===== src/rtl/tun_interp.sv =====
// Tuning engine: MIDI note + fractional semitone -> waveguide delay length.
// One single-octave table, linear interpolation, then one right shift per octave.
module tun_interp #(
    parameter int LEN_W   = 11,
    parameter int FRAC_W  = 8,
    parameter int NOTE_LO = 24,
    parameter int MIN_LEN = 4,
    parameter int TAG_W   = 3
) (
    input  logic              clk,
    input  logic              rst_n,
    input  logic              req,
    input  logic [6:0]        note,
    input  logic [FRAC_W-1:0] frac,
    input  logic [TAG_W-1:0]  tag_in,
    output logic              busy,
    output logic              out_valid,
    output logic [LEN_W-1:0]  len_out,
    output logic [TAG_W-1:0]  tag_out
);

    localparam logic [1:0] S_IDLE = 2'd0;
    localparam logic [1:0] S_DIV  = 2'd1;
    localparam logic [1:0] S_MUL  = 2'd2;
    localparam logic [1:0] S_INT  = 2'd3;

    localparam int         P_W       = LEN_W + FRAC_W;
    localparam logic [6:0] NOTE_LO_N = 7'(NOTE_LO);
    localparam logic [LEN_W-1:0] MIN_LEN_N = LEN_W'(MIN_LEN);

    // One octave of delay lengths, scaled up for wider outputs.
    function automatic logic [LEN_W-1:0] tbl(input logic [3:0] idx);
        logic [10:0] v;
        case (idx)
            4'd0:    v = 11'd2047;
            4'd1:    v = 11'd1932;
            4'd2:    v = 11'd1824;
            4'd3:    v = 11'd1721;
            4'd4:    v = 11'd1625;
            4'd5:    v = 11'd1534;
            4'd6:    v = 11'd1447;
            4'd7:    v = 11'd1366;
            4'd8:    v = 11'd1290;
            4'd9:    v = 11'd1217;
            4'd10:   v = 11'd1149;
            4'd11:   v = 11'd1084;
            default: v = 11'd1024;
        endcase
        return LEN_W'(v) << (LEN_W - 11);
    endfunction

    logic [1:0]        state_q, state_d;
    logic [6:0]        rem_q, rem_d;
    logic [3:0]        oct_q, oct_d;
    logic [FRAC_W-1:0] frac_q, frac_d;
    logic [TAG_W-1:0]  tag_q, tag_d;
    logic [LEN_W-1:0]  a_q, a_d;
    logic [LEN_W-1:0]  d_q, d_d;
    logic [P_W-1:0]    p_q, p_d;
    logic [LEN_W-1:0]  len_q, len_d;
    logic [TAG_W-1:0]  tag_out_q, tag_out_d;
    logic              valid_q, valid_d;
    logic [LEN_W-1:0]  diff;
    logic [LEN_W-1:0]  shifted;

    always_comb begin
        // NOTE: every variable gets a default first so no path leaves it unassigned (no latches).
        state_d   = state_q;
        rem_d     = rem_q;
        oct_d     = oct_q;
        frac_d    = frac_q;
        tag_d     = tag_q;
        a_d       = a_q;
        d_d       = d_q;
        p_d       = p_q;
        len_d     = len_q;
        tag_out_d = tag_out_q;
        valid_d   = 1'b0;
        diff      = '0;
        shifted   = '0;

        case (state_q)
            S_IDLE: begin
                if (req) begin
                    tag_d = tag_in;
                    oct_d = '0;
                    // Notes below the table range clamp to its bottom with no bend.
                    if (note < NOTE_LO_N) begin
                        rem_d  = '0;
                        frac_d = '0;
                    end else begin
                        rem_d  = note - NOTE_LO_N;
                        frac_d = frac;
                    end
                    state_d = S_DIV;
                end
            end
            S_DIV: begin
                if (rem_q >= 7'd12) begin
                    rem_d = rem_q - 7'd12;
                    oct_d = oct_q + 4'd1;
                end else begin
                    a_d     = tbl(rem_q[3:0]);
                    d_d     = tbl(rem_q[3:0]) - tbl(rem_q[3:0] + 4'd1);
                    state_d = S_MUL;
                end
            end
            S_MUL: begin
                p_d     = P_W'(d_q) * P_W'(frac_q);
                state_d = S_INT;
            end
            S_INT: begin
                // p >> FRAC_W is always below d <= a, so the subtraction cannot wrap.
                diff      = a_q - p_q[P_W-1:FRAC_W];
                shifted   = diff >> oct_q;
                len_d     = (shifted < MIN_LEN_N) ? MIN_LEN_N : shifted;
                tag_out_d = tag_q;
                valid_d   = 1'b1;
                state_d   = S_IDLE;
            end
            default: state_d = S_IDLE;
        endcase
    end

    // NOTE: sequential state uses non-blocking assignments only, so every flop samples pre-edge values.
    always_ff @(posedge clk or negedge rst_n) begin
        if (!rst_n) begin
            state_q   <= S_IDLE;
            rem_q     <= '0;
            oct_q     <= '0;
            frac_q    <= '0;
            tag_q     <= '0;
            a_q       <= '0;
            d_q       <= '0;
            p_q       <= '0;
            len_q     <= '0;
            tag_out_q <= '0;
            valid_q   <= 1'b0;
        end else begin
            state_q   <= state_d;
            rem_q     <= rem_d;
            oct_q     <= oct_d;
            frac_q    <= frac_d;
            tag_q     <= tag_d;
            a_q       <= a_d;
            d_q       <= d_d;
            p_q       <= p_d;
            len_q     <= len_d;
            tag_out_q <= tag_out_d;
            valid_q   <= valid_d;
        end
    end

    assign busy      = (state_q != S_IDLE);
    assign out_valid = valid_q;
    assign len_out   = len_q;
    assign tag_out   = tag_out_q;

endmodule


===== config.mk =====
export PLATFORM = sky130hd
export DESIGN_NAME = tun_interp
export DESIGN_NICKNAME = d
export VERILOG_FILES = /design/src/rtl/tun_interp.sv
export SDC_FILE = /design/constraint.sdc
export NUM_CORES = 1
export LEC_CHECK = 0
export CAP_MARGIN = 0
export CORE_MARGIN = 2
export CORE_UTILIZATION = 38
export DETAILED_ROUTE_END_ITERATION = 8
export SKIP_LAST_GASP = 1
export SYNTH_ARGS = -nofsm -noshare
export SYNTH_HDL_FRONTEND = slang
export SYNTH_SLANG_ARGS = --single-unit
export TNS_END_PERCENT = 20

===== constraint.sdc =====
create_clock -name clk -period 5.5 [get_ports clk]
set_clock_uncertainty 0.05 [all_clocks]
set_input_delay 0.55 -clock clk [delete_from_list [all_inputs] [get_ports clk]]
set_output_delay 0.55 -clock clk [all_outputs]
set_load 0.01 [all_outputs]

# Word-level counts from Yosys, hierarchy flattened
# Memory sizes are Yosys's and may differ from the RTL's. A register that Yosys moved wholly into a read port is not among the register bits.
# Index checks and enable logic that the tools add are counted.
[totals]
out_inout_bits = 16
elab_cells = 57
mem_bits_ro = 480
reg_bits = 80
mem_count = 3
inputBits = 21
[memory_table]
columns = ["memory", "words", "width", "rd", "rd_ports_with_merged_regs", "wr", "line", "text"]
rows = [
  ["(name not given)", 16, 10, 1, 1, 0, "34", "case (idx)"],
  ["(name not given)", 16, 10, 1, 0, 0, "34", ""],
  ["(name not given)", 16, 10, 1, 0, 0, "34", ""],
]
[op_classes]
eq_ne = 6
mux = 17
addsub = 6
n_reduce_logical = 8
multipliers = 1
n_lt_le_gt_ge = 3
bitwise = 1
shift = 1
[ops]
columns = ["operator", "count"]
rows = [
  ["2-to-1 mux 11 bit", 5],
  ["subtractor 11 bit", 2],
  ["2-to-1 mux 7 bit", 3],
  ["multiplier 11 x 8 -> 19 bit", 1],
  ["case mux 7 bit (2 select lines)", 1],
  ["less-than comparator 11 x 3 -> 1 bit, second input constant", 1],
  ["right shift 11 x 4 -> 11 bit", 1],
  ["adder 4 x 1 -> 4 bit, second input constant", 2],
  ["2-to-1 mux 4 bit", 2],
  ["2-to-1 mux 8 bit", 1],
  ["case mux 2 bit (4 select lines)", 1],
  ["case mux 4 bit (2 select lines)", 1],
  ["greater-or-equal comparator 7 x 4 -> 1 bit, second input constant", 1],
  ["less-than comparator 7 x 5 -> 1 bit, second input constant", 1],
  ["subtractor 7 x 4 -> 7 bit, second input constant", 1],
  ["subtractor 7 x 5 -> 7 bit, second input constant", 1],
  ["!= test 2 bit, second input constant", 3],
  ["AND reduction 2 bit", 3],
  ["== test 2 bit, second input constant", 2],
  ["2-to-1 mux 2 bit", 2],
  ["nonzero test 2 bit", 2],
  ["AND reduction 3 bit", 1],
  ["== test 2 x 1 -> 1 bit, second input constant", 1],
  ["logical NOT 2 bit", 1],
  ["other kinds (3)", 3],
]

# Logic depth before layout (Yosys ltp)
# Gate-level depths: netlist (run 1).
# An unclocked memory read counts as a cell.
[depth]
ltp_word = 5
mapped_depth = 19
mapped_depth_nobuf = 18

# Worst setup path before layout (run 1)
# OpenSTA, ideal clock, no wires.
[synth_timing]
path_kind = "reg2reg"
startpoint = "reg frac_q[3]"
endpoint = "reg p_q[18]"
path_slack_ns = 0.533
t_arrival_ns = 4.780
setup_time_ns = 0.136
path_buffers = 1
synth_period_minus_slack_ns = 4.967
path_stages_with_launch = 19
cell_sequence = "dfrtp_1 > clkbuf_1 > and2_1 > fa_1 > fa_1 > inv_1 > fa_1 > inv_1 > fa_1 > ha_1 > a2111oi_4 > o21ai_2 > a41o_1 > a211o_2 > a31oi_4 > nor2_2 > a2111oi_2 > xnor2_1 > a21oi_1"
[synth_between]
elab_chain_len = 1
[synth_rtl]
columns = ["element", "line", "text"]
rows = [
  ["start, declared", "55", "logic [FRAC_W-1:0] frac_q, frac_d;"],
  ["start signal, assigned", "143", "frac_q <= frac_d;"],
  ["multiplier 11 x 8 -> 19 bit", "109", "p_d = P_W'(d_q) * P_W'(frac_q);"],
  ["end signal, assigned", "147", "p_q <= p_d;"],
  ["end, declared", "59", "logic [P_W-1:0] p_q, p_d;"],
]
# No other way between the ends.
# A chain may end at the register's enable or synchronous reset.

# Final worst setup path (run 1)
[layout_timing]
startpoint = "reg d_q[1]"
endpoint = "reg p_q[18]"
[layout_between]
elab_chain_len = 1
[layout_rtl]
columns = ["element", "line", "text"]
rows = [
  ["start, declared", "58", "logic [LEN_W-1:0] d_q, d_d;"],
  ["start signal, assigned", "134", "d_q <= '0;"],
  ["start signal, assigned", "146", "d_q <= d_d;"],
  ["multiplier 11 x 8 -> 19 bit", "109", ""],
]
# No other way between the ends.

==> flow_summary.ini, run 1 <==
[floorplan]
die_area_um2 = 20500
dieHeight_um = 143
die_width_um = 143
fp.coreArea_um2 = 18800
initial_core_util = 0.390
ioPinCount = 37
rows = 50

[worst_hold_path]
min_path_type = in2async

[critical_path]
crit_type = reg2reg
worst_ep_required_time_ns = 5.65
r2r-end = p_q[18]
critPathLaunchType = register
rr_worst_depth = 17
regToRegStartpoint = d_q[1]
critical_path_peak_fanout = 9
regToRegSetupSlack_ns = 0.30
path_cells = and2_1, fa_1, fa_1, inv_1, fa_1, inv_1, fa_1, ha_1, a2111oi_4, o21ai_2, a41o_1, a211o_2, a31oi_4, nor2_2, a2111oi_2, xnor2_1, a21oi_1
worst-path-buf-inv = 2
path_delay_family = adder cells
critPathArrivalTime_ns = 5.35
slowest_delay_ns = 0.54
slowest_stage = fa_1
path_common_cell = fa_1
crit_start = d_q[1]
end_kind = register

[synth]
synth.distinct_cells = 65
yosysSeqAreaShare = 0.245
synth_top_area_share = 0.245
yosys.area.top_type = dfrtp_1
ys_ff_latch = 72
syn-num-nets = 944
synth_cells = 796
synth_area_um2 = 7350
async_reset_ff_frac = 1.00
ys_warn_count = 0
avgSynthCellArea_um2 = 9.24
synthTopCellsByArea = dfrtp_1 (25%), fa_1 (15%), ha_1 (12%), and2_1 (5.8%), inv_1 (5.4%)
synth-edff-count = 0
synthFlopType = dfrtp_1

[timing]
rsz0062_at_grt = false
slew_violations = 0
slew_headroom = 0.338
setup_violations = 0
fin_setup_tns_ns = 0
worst_pin_slew_ns = 0.990
hold_viol = 0
fin_crit_ns = 5.20
finalCritPeriodShare = 0.945
clock.fmax_mhz = 192

[final_layout]
drive_gt1_frac = 0.0744
fin_nets = 963
diodes = 0
area_growth_pct = 12.5

[route]
dr.first_iter.drc_count = 277
dr.pass1.iters = 4
ant_nets = 0
vias = 5437
via_per_inst = 5.03
routedWlPerCell_um = 15.1
drc = 0
drt_wl_total_um = 16300

[clock_network]
cts_sinks = 72
cts_hold_buf = 0
clk_path_buf_depth = 2
path_clk_slew_ns = 0.07
htree_num_levels = 3
worstSkewPairLatency_ns = 0.35
cts_buffers = 9
cts_tree = built
cts-root-buf = clkbuf_16

[global_routing]
antenna_found_initial = 0
grt_pass1_wl_um = 28400
grt_max_degree = 73
gr-total-overflow = 0
grt_util_all_layers = 0.176
grt_pass1_vias = 5657

[placement]
place.gp.congestion = 0.818
io_buffers = 36
hpwl_um = 12500

[run]
maxCapViolations = 0

[status]
status = finished clean
==> cell usage after synthesis, types with 17 or more instances <==
master	count
a21oi_1	26
inv_1	105
and2_1	68
ha_1	72
o21ai_0	41
xor2_1	17
dfrtp_1	72
clkbuf_1	28
nor2_1	33
fa_1	55
mux2_2	20
nand2_1	68
==> layout make-up <==
type,count,area (um2)
clock buffer,10,229
inverter,107,402
multi-input combinational,583,5020
timing repair buffer,42,403
clock inverter,6,90.1
sequential,72,1800
fill,1869,10600
tap,260,325
==> worst max-delay path by stage <==
stage | cells after the start | endpoint
final | 17 | p_q[18]
after global routing | 16 | p_q[18]
after CTS | 17 | p_q[18]
after detailed placement | 17 | p_q[18]
after global placement | 17 | p_q[18]
after floorplan | 18 | p_q[18]
==> placed cells by master, fill, tap and decap left out, types with 6 or more instances in the layout <==
| cell type | instances |
|---|---|
| inv_1 | 105 |
| ha_1 | 72 |
| dfrtp_1 | 71 |
| and2_1 | 68 |
| nand2_1 | 68 |
| fa_1 | 55 |
| o21ai_0 | 41 |
| clkdlybuf4s50_1 | 35 |
| nor2_1 | 33 |
| a21oi_1 | 26 |
| mux2_2 | 20 |
| xor2_1 | 17 |
| xnor2_1 | 16 |
| nand3_1 | 15 |
| o22ai_1 | 13 |
| nand2b_1 | 10 |
| mux2i_1 | 9 |
| a22o_1 | 9 |
| clkbuf_16 | 9 |
| a21boi_0 | 8 |
| nor2b_1 | 8 |
| a21o_1 | 8 |
| nor3_1 | 7 |
| o31ai_1 | 7 |
| mux4_2 | 7 |
| buf_4 | 7 |
| a22oi_1 | 6 |
| a211oi_1 | 6 |
==> sequential cells by signal, indices dropped and copies added (netlist names) <==
| register | cells |
|---|---|
| frac_q | 8 |
| tag_q | 3 |
| rem_q | 7 |
| tag_out | 3 |
| state_q | 2 |
| a_q | 11 |
| d_q | 11 |
| len_out | 11 |
| p_q | 11 |
| out_valid | 1 |
| oct_q | 4 |
==> per-layer routing <==
layer	vias to the layer above	routed length, um	global-route usage
li1	2707	-	-
met1	2632	7940	0.246
met2	82	7480	0.287
met3	16	626	0.0235
met4	0	247	0.0521
met5	-	0	0
==> stage by stage <==
stage                     hold WS (ns)  instance area (um2)  cells  setup slack, ns  utilization
after CTS                        0.340                 8270   1080            0.261        0.439
after global routing             0.380                 8270   1080           0.0175        0.439
after floorplan                  0.204                 7350    796            0.533            -
after detailed placement         0.438                 7950   1064            0.288        0.422
after global placement           0.435                 7950   1064            0.332        0.422
final                            0.276                 8270   1080            0.301        0.439
==> what timing repair did <==
action | in CTS | in global routing
setup endpoints to repair | 0 | 1
gates resized for setup | 0 | 1
buffers inserted | 0 | 0
endpoints found under the hold margin | 0 | 0
==> cell families (layout without fill, tap and decap cells) <==
kind of cell               Yosys count  in the layout  synth area share
and+or+nand+nor                    231            231             0.162
AOI/OAI and AO/OA                  156            156             0.145
buffers and inverters              141            165            0.0720
adders and majority gates          127            127             0.272
DFF                                 72             72             0.245
muxes                               36             36            0.0643
xor gates and xnor gates            33             33            0.0393
Power of run 1 is left out: the tool's default activity adds up to more than one toggle a clock period on the data nets, which glitch-free logic cannot reach.
==> run 2: changes to the inputs <==
--- a/config.mk
+++ b/config.mk
@@ -7,8 +7,10 @@
 export LEC_CHECK = 0
 export CAP_MARGIN = 0
 export CORE_MARGIN = 2
-export CORE_UTILIZATION = 38
+export CORE_UTILIZATION = 56
 export DETAILED_ROUTE_END_ITERATION = 8
+export PLACE_DENSITY = 0.78
+export SETUP_SLACK_MARGIN = 0.3
 export SKIP_LAST_GASP = 1
 export SYNTH_ARGS = -nofsm -noshare
 export SYNTH_HDL_FRONTEND = slang
==> constraint.sdc (replaced) <==
create_clock -name clk -period 4.6 [get_ports clk]
set_clock_uncertainty 0.05 [all_clocks]
set_input_delay 0.46 -clock clk [delete_from_list [all_inputs] [get_ports clk]]
set_output_delay 0.46 -clock clk [all_outputs]
set_load 0.01 [all_outputs]
==> run 2 against run 1 <==
Compared with the run above: final area up 2.6%; global-route usage up 8.3 points; clock-buffer cell count up 1; routed wire length up 6.1%; critical path type unchanged; critical path depth unchanged; hold slack worse by 0.082 ns; non-clock buffer count up 36; setup slack worse by 0.44 ns; the flow now finishes with violations (negative setup slack).
==> flow_summary.ini, run 2 (synthesis gave the netlist of run 1 again) <==
[clock_network]
cts_tree = built
cts_buffers = 9
cts_hold_buf = 0
cts-root-buf = clkbuf_16
worstSkewPairLatency_ns = 0.34
clk_path_buf_depth = 2
cts_sinks = 72
path_clk_slew_ns = 0.06
htree_num_levels = 3

[route]
dr.first_iter.drc_count = 428
routedWlPerCell_um = 16.8
vias = 5932
drt_wl_total_um = 17300
via_per_inst = 5.77
dr.pass1.iters = 7
drc = 0
ant_nets = 0

[global_routing]
grt_util_all_layers = 0.260
antenna_found_initial = 0
grt_use_met2 = 0.454
top_usage_layer = met2
use_met3 = 0.0347
grt_max_degree = 40
use_met1 = 0.335
grt_pass1_wl_um = 29700
gr-total-overflow = 0
grt_pass1_vias = 6173

[critical_path]
path_cells = buf_4, and2_4, fa_1, fa_1, fa_1, inv_1, fa_1, inv_2, ha_4, a21o_1, a41o_1, a211o_2, a31oi_4, nor2_2, a2111oi_4, xnor2_1, a21oi_1
slowest_delay_ns = 0.52
slowest_stage = fa_1
path_common_cell = fa_1
crit_type = reg2reg
path_delay_family = adder cells
worst_ep_required_time_ns = 4.75
critPathArrivalTime_ns = 4.88
regToRegSetupSlack_ns = -0.14
critPathLaunchType = register
critical_path_peak_fanout = 6
end_kind = register
worst-path-buf-inv = 3

[placement]
hpwl_um = 13100
io_buffers = 36
place.gp.congestion = 0.895
post-place-ws_ns = -0.195

[status]
status = finished, violations left
failed_checks = negative setup slack

[floorplan]
rows = 41
die_width_um = 119
dieHeight_um = 119
initial_core_util = 0.578
die_area_um2 = 14100
ioPinCount = 37
fp.coreArea_um2 = 12700

[final_layout]
fin_nets = 999
layout_commonest_cell = inv_1
diodes = 0
final_cell_mix = inv_1 (104), nand2_1 (68), dfrtp_1 (68), ha_1 (66), and2_1 (64)
num-fill-cells = 1029
drive_gt1_frac = 0.134
area_growth_pct = 15.5

[worst_hold_path]
min_path_type = in2async

[timing]
setup_slack_ns = -0.136
fin_setup_tns_ns = -0.348
fin_crit_ns = 4.74
setup_violations = 4
worst_pin_slew_ns = 1.05
slew_headroom = 0.296
slew_violations = 0
hold_viol = 0
rsz0062_at_grt = true
clock.fmax_mhz = 211
finalCritPeriodShare = 1.03

[run]
maxCapViolations = 0
==> run 2: metal layers <==
metal / wire, um / vias up / part of all wire
met2: 8820 / 139 / 0.51
li1: - / 2777 / -
met4: 317 / 0 / 0.018
met1: 7490 / 2989 / 0.43
met3: 659 / 27 / 0.038
met5: 0 / - / 0
==> run 2: layout make-up <==
type | instances | area, um2 | area share
multi-input cells | 583 | 5100 | 0.601
flip-flops and latches | 72 | 1810 | 0.213
clock inverters | 5 | 57.6 | 0.00678
well taps | 172 | 215 | 0.0254
inverters | 107 | 402 | 0.0473
clock buffers | 11 | 233 | 0.0274
repair buffers | 78 | 671 | 0.0790
==> run 2: worst paths after layout <==
kind | endpoint | cells past startpoint | from
max | p_q[18] | 17 | frac_q[2]
min in group clk | len_out[3] | 2 | len_out[3]
min | tag_q[2] | 1 | rst_n
min reg2reg | len_out[3] | 2 | len_out[3]
max reg2reg | p_q[18] | 17 | frac_q[2]
max in group asynchronous | d_q[3] | 2 | rst_n
==> run 2: what timing repair did <==
item / 4_1_cts / 5_1_grt
cloned: 0 / 0
pin swaps: 0 / 0
endpoints found under the setup margin: 9 / 12
buffers inserted: 1 / 5
resized for setup: 4 / 6
==> run 2: stage by stage <==
stage | hold WS [ns] | utilization | area [um2] | cells
finish | 0.194 | 0.667 | 8490 | 1028
floorplan | 0.114 | - | 7470 | 796
global route | 0.255 | 0.667 | 8490 | 1028
CTS | 0.212 | 0.663 | 8430 | 1023
global placement | 0.424 | 0.639 | 8130 | 1006
detailed placement | 0.443 | 0.639 | 8130 | 1006
==> run 2: worst reg2reg max path: cells and delay by family, from the launching register on <==
kind / cells / cell delay [ns]
flip-flops: 1 / 0.46
adder cells (fa/ha/maj): 5 / 2.23
XOR/XNOR: 1 / 0.16
buffers and inverters: 3 / 0.26
AO/OA/AOI/OAI: 6 / 1.20
AND/OR/NAND/NOR: 2 / 0.22
Power of run 2 is left out for the same reason.
